## config.mk

```make
export PLATFORM = sky130hd
export DESIGN_NAME = clk_divider_multi_flat
export DESIGN_NICKNAME = d
export VERILOG_FILES = /design/src/rtl/clk_divider_multi_if.sv /design/src/rtl/clk_divider_multi.sv /design/src/flat_wrapper.sv
export SDC_FILE = /design/constraint.sdc
export NUM_CORES = 1
export LEC_CHECK = 0
export CELL_PAD_IN_SITES_DETAIL_PLACEMENT = 0
export CELL_PAD_IN_SITES_GLOBAL_PLACEMENT = 1
export CORE_AREA = 2 2 281 283
export CTS_BUF_LIST = sky130_fd_sc_hd__clkbuf_16
export DETAILED_ROUTE_END_ITERATION = 6
export DIE_AREA = 0 0 283 285
export PLACE_DENSITY = 0.59
export SYNTH_ARGS = -nofsm -noshare
export SYNTH_HDL_FRONTEND = slang
export SYNTH_SLANG_ARGS = --single-unit
```

## constraint.sdc

```tcl
create_clock -name clk -period 6 [get_ports clk]
set_clock_uncertainty 0.05 [all_clocks]
set_input_delay 0.6 -clock clk [delete_from_list [all_inputs] [get_ports clk]]
set_output_delay 0.6 -clock clk [all_outputs]
set_load 0.01 [all_outputs]
```

## src/rtl/clk_divider_multi_if.sv

```systemverilog
// Configuration and output bundle for the multi-channel clock divider.
// The master side programs divisors and run/sync controls; the slave side
// (the divider) returns the divided clocks, ticks and pending flags.
interface clk_divider_multi_if #(
  parameter int CHANNELS = 4,
  parameter int WIDTH    = 28
);
  localparam int CH_W = (CHANNELS > 1) ? $clog2(CHANNELS) : 1;

  logic                cfg_we;
  logic [CH_W-1:0]     cfg_ch;
  logic [WIDTH-1:0]    cfg_div;
  logic [CHANNELS-1:0] ch_run;
  logic                sync;
  logic [CHANNELS-1:0] clk_out;
  logic [CHANNELS-1:0] tick;
  logic [CHANNELS-1:0] pending;

  modport master (
    output cfg_we, cfg_ch, cfg_div, ch_run, sync,
    input  clk_out, tick, pending
  );

  modport slave (
    input  cfg_we, cfg_ch, cfg_div, ch_run, sync,
    output clk_out, tick, pending
  );
endinterface

```

## src/rtl/clk_divider_multi.sv

```systemverilog
// Multi-channel clock divider / clock-enable generator.
// Each channel counts 0..div_act-1 and emits a registered ~50% duty clock
// (low floor(div/2) cycles, high ceil(div/2) cycles) plus a one-cycle tick
// in cycle 0 of each new period. New divisors land in a shadow register and
// only become active at a period boundary, on sync, or while stopped, so a
// running period is never cut short or stretched.
module clk_divider_multi #(
  parameter int CHANNELS    = 4,
  parameter int WIDTH       = 28,
  parameter int DEFAULT_DIV = 2
) (
  input  logic                 clk,
  input  logic                 reset,
  clk_divider_multi_if.slave   bus
);

  localparam logic [WIDTH-1:0] DIV_RST = WIDTH'(DEFAULT_DIV);
  localparam logic [WIDTH-1:0] ONE     = WIDTH'(1);

  logic [WIDTH-1:0]    cfg_div_clamped;
  logic [CHANNELS-1:0] clk_out_vec;
  logic [CHANNELS-1:0] tick_vec;
  logic [CHANNELS-1:0] pending_vec;

  // A zero divisor would make the wrap compare underflow, so it is stored as 1.
  assign cfg_div_clamped = (bus.cfg_div == '0) ? ONE : bus.cfg_div;

  generate
    for (genvar gi = 0; gi < CHANNELS; gi++) begin : g_ch
      logic [WIDTH-1:0] cnt_reg, cnt_next;
      logic [WIDTH-1:0] div_act_reg, div_act_next;
      logic [WIDTH-1:0] div_sh_reg, div_sh_next;
      logic             clk_out_reg, tick_reg;
      logic             wrap, wr_hit, load;

      // Next-state: shadow write, active-divisor load with same-cycle bypass, counter.
      always_comb begin
        wr_hit       = bus.cfg_we && (int'(bus.cfg_ch) == gi);
        wrap         = bus.ch_run[gi] && (cnt_reg == div_act_reg - ONE);
        div_sh_next  = wr_hit ? cfg_div_clamped : div_sh_reg;
        load         = wrap || bus.sync || !bus.ch_run[gi];
        div_act_next = load ? div_sh_next : div_act_reg;
        if (!bus.ch_run[gi] || bus.sync || wrap) begin
          cnt_next = '0;
        end else begin
          cnt_next = cnt_reg + ONE;
        end
      end

      // State and registered outputs; clk_out is derived from post-edge values.
      always_ff @(posedge clk) begin
        if (reset) begin
          cnt_reg     <= '0;
          div_act_reg <= DIV_RST;
          div_sh_reg  <= DIV_RST;
          clk_out_reg <= 1'b0;
          tick_reg    <= 1'b0;
        end else begin
          cnt_reg     <= cnt_next;
          div_act_reg <= div_act_next;
          div_sh_reg  <= div_sh_next;
          clk_out_reg <= bus.ch_run[gi] && (cnt_next >= (div_act_next >> 1));
          tick_reg    <= wrap && !bus.sync;
        end
      end

      assign clk_out_vec[gi] = clk_out_reg;
      assign tick_vec[gi]    = tick_reg;
      assign pending_vec[gi] = (div_sh_reg != div_act_reg);
    end
  endgenerate

  assign bus.clk_out = clk_out_vec;
  assign bus.tick    = tick_vec;
  assign bus.pending = pending_vec;

endmodule
```

## src/flat_wrapper.sv

```systemverilog
// flat-port wrapper written by rule: the top's interface ports become plain ports
module clk_divider_multi_flat 
#(
  parameter int CHANNELS    = 4,
  parameter int WIDTH       = 28,
  parameter int DEFAULT_DIV = 2
)
  (clk, reset, bus_cfg_we, bus_cfg_ch, bus_cfg_div, bus_ch_run, bus_sync, bus_clk_out, bus_tick, bus_pending);
  clk_divider_multi_if #(.CHANNELS(CHANNELS), .WIDTH(WIDTH)) bus_i ();
  input  logic clk;
  input  logic reset;
  input wire logic [$bits(bus_i.cfg_we)-1:0] bus_cfg_we;
  input wire logic [$bits(bus_i.cfg_ch)-1:0] bus_cfg_ch;
  input wire logic [$bits(bus_i.cfg_div)-1:0] bus_cfg_div;
  input wire logic [$bits(bus_i.ch_run)-1:0] bus_ch_run;
  input wire logic [$bits(bus_i.sync)-1:0] bus_sync;
  output wire logic [$bits(bus_i.clk_out)-1:0] bus_clk_out;
  output wire logic [$bits(bus_i.tick)-1:0] bus_tick;
  output wire logic [$bits(bus_i.pending)-1:0] bus_pending;
  assign bus_i.cfg_we = bus_cfg_we;
  assign bus_i.cfg_ch = bus_cfg_ch;
  assign bus_i.cfg_div = bus_cfg_div;
  assign bus_i.ch_run = bus_ch_run;
  assign bus_i.sync = bus_sync;
  assign bus_clk_out = bus_i.clk_out;
  assign bus_tick = bus_i.tick;
  assign bus_pending = bus_i.pending;
  clk_divider_multi #(.CHANNELS(CHANNELS), .WIDTH(WIDTH), .DEFAULT_DIV(DEFAULT_DIV)) u_core (.clk(clk), .reset(reset), .bus(bus_i));
endmodule
```

==> results.cfg <==
[hold_path]
whs_path_depth = 2
hold_start = reset
hold_path_end = u_core.g_ch[0].div_sh_reg[4]
hold_class = primary input to register

[routing]
drt-vias-per-instance = 5.14
initialDrtViolationCount = 1152
totalWireLength_um = 76400
antenna_left = 0
drc_errors = 0
drt-pass1-iter-count = 5
num_vias = 19000
wl_per_cell_um = 20.6

[global_routing]
antenna_found_initial = 7
grtUsageTotal = 0.185
grt_pass1_vias = 19200
grt_max_degree = 81
grt_pass1_wl_um = 116000
grt.overflow.total = 0

[worst_setup_path]
required_ps = 6420
path_class = register to register
startpoint_type = register
r2r_start = u_core.g_ch[1].div_act_reg[0]
rrSetupSlack_ps = 280
cp-end-kind = register
path_cells = inv_1 -> ha_1 -> or4b_1 -> or4_1 -> a211oi_1 -> o211ai_1 -> nor4_2 -> o2111ai_2 -> o211ai_4 -> buf_4 -> mux2i_1 -> ha_1 -> a21oi_1 -> o21ai_0 -> a2111oi_0 -> o41ai_1 -> a2111oi_0 -> o21ai_0 -> o2111ai_1 -> o211ai_1
slowest_delay_ps = 540
rr_worst_depth = 20
slowest_stage = or4b_1
regToRegEndpoint = u_core.g_ch[1].clk_out_reg
path_max_fanout = 9
critPathArrivalTime_ps = 6140

[clock_network]
clk_latency_ps = 600
cts.htree.levels = 2
clock-root-buffer = clkbuf_16
clk_pin_slew_ps = 60
cts_buffer_depth = 3
cts_tree = yes
cts_buffers = 45
clkSinkCount = 344

[synth]
yosysMostFrequentCell = dfxtp_1
ys_async_sr_fraction = 0
syn-num-nets = 2774
synthTopCellsByArea = dfxtp_1, xor2_1, ha_1
yosysSeqAreaShare = 0.297
synth.top_cells.by_count = dfxtp_1, nor2_1, xor2_1, nor2b_1, xnor2_1
synth-edff-count = 0
avgSynthCellArea_um2 = 8.84
yosys_warnings = 0
ys.flop_type = dfxtp_1
synth_top_area_cell = dfxtp_1
yosys.cell_types.count = 91
syn_area_mm2 = 0.0232
yosysTopAreaCellShare = 0.297
synth-seq-cells = 344
synthCells = 2620

[finish]
final_util = 0.335
area_delta_synth_final_pct = 12.9
fin_cells = 3700
finalInstanceArea_mm2 = 0.0261
drive_gt1_frac = 0.101
final_nets = 2770

[power_and_ir_drop]
power.density_mw_per_mm2 = 227
p_leak_nw = 10.6
ir_drop_mv = 0.214

[sta]
max-slew-margin-rel = 0.137
hold_violations = 0
period_share = 0.954
rsz0062_at_grt = false
setup_viol = 0
layout_min_cycle_time_ps = 5720
timing.fmax_ghz = 0.175
tightest_slew_ps = 1280
slew_violations = 0
setup_tns_ps = 0

[floorplan]
dieArea_mm2 = 0.0807
dieHeight_um = 285
ioPinCount = 50
start_util = 0.297
core_area_mm2 = 0.0780
num_rows = 103
die_w_um = 283

[place]
io_buffers = 49
dpl_cell_area_mm2 = 0.0247
dp.cells = 3617
dp_hpwl_um = 57900
globalplace.congestion = 0.912

[outcome]
status = finished clean

[run]
maxCapViolCount = 0
logic make-up after synthesis:
| family | count (synthesis) | share of synthesized area |
|---|---|---|
| buffers and inverters | 221 | 0.0451 |
| flip-flops | 344 | 0.297 |
| XOR/XNOR | 342 | 0.129 |
| AO/OA/AOI/OAI | 282 | 0.0874 |
| adder cells (fa/ha/maj) | 116 | 0.0627 |
| AND/OR/NAND/NOR | 1009 | 0.233 |
| multiplexers | 306 | 0.145 |
per-stage QoR:
step | hold WS (ps) | setup WS [ps] | total power [mW]
after floorplan | 405 | 1150 | 3.04
after global routing | 409 | 12.7 | 6.18
after global placement | 458 | 379 | 3.34
after detailed placement | 460 | 277 | 3.34
after CTS | 382 | 216 | 6.01
final | 391 | 279 | 5.94
layer usage:
| layer | vias to the layer above | track usage | wire length (µm) |
|---|---|---|---|
| li1 | 9239 | - | - |
| met1 | 9240 | 0.240 | 34800 |
| met2 | 415 | 0.313 | 35500 |
| met3 | 119 | 0.0287 | 3560 |
| met4 | 0 | 0.0645 | 2560 |
| met5 | - | 0 | 0 |
report_power, final:
group	leakage, nW	internal, mW	total (mW)	switching, mW
sequential	2.79	2.34	2.42	0.0801
clock	0.705	1.53	2.64	1.11
combinational	7.11	0.368	0.881	0.513
total	10.6	4.24	5.94	1.70
cell type report:
cell class	count	area, µm²
fill	8068	51800
multi-input combinational	2055	15300
sequential	344	6890
tap	1050	1310
clock buffer	47	1180
timing repair buffer	110	1040
inverter	60	225
clock inverter	31	221
antenna	3	7.51
worst max path at each step:
| stage | startpoint | end | slack (ps) | cells after the start |
|---|---|---|---|---|
| after global routing | u_core.g_ch[1].div_act_reg[0] | u_core.g_ch[1].clk_out_reg | 10 | 20 |
| after floorplan | u_core.g_ch[1].div_act_reg[0] | u_core.g_ch[1].clk_out_reg | 1150 | 22 |
| after detailed placement | u_core.g_ch[1].div_act_reg[0] | u_core.g_ch[1].clk_out_reg | 280 | 20 |
| after global placement | u_core.g_ch[1].div_act_reg[0] | u_core.g_ch[1].clk_out_reg | 380 | 20 |
| final | u_core.g_ch[1].div_act_reg[0] | u_core.g_ch[1].clk_out_reg | 280 | 20 |
| after CTS | u_core.g_ch[1].div_act_reg[0] | u_core.g_ch[1].clk_out_reg | 220 | 20 |
layout by cell type, fill, tap and decap left out, drive strengths merged, types with 67 or more instances in the layout:
| master | instances |
|---|---|
| dfxtp | 344 |
| ha | 116 |
| inv | 67 |
| mux2 | 188 |
| mux2i | 118 |
| nand2 | 77 |
| nand3 | 76 |
| nand4 | 68 |
| nor2 | 330 |
| nor2b | 168 |
| nor4 | 71 |
| xnor2 | 160 |
| xor2 | 182 |
what timing repair did:
action	in CTS	in global routing
buffers inserted	0	2
setup endpoints to repair	0	2
resized for setup	0	1
hold buffers	0	0
critical path: cells and delay by family, from the launching register on:
kind / cells / cell delay, ps
buffers and inverters: 2 / 320
AND/OR/NAND/NOR: 3 / 1380
multiplexers: 1 / 230
adder cells (fa/ha/maj): 2 / 530
flip-flops: 1 / 360
AO/OA/AOI/OAI: 12 / 2720
No activity file was read; power rests on OpenSTA's default activity.
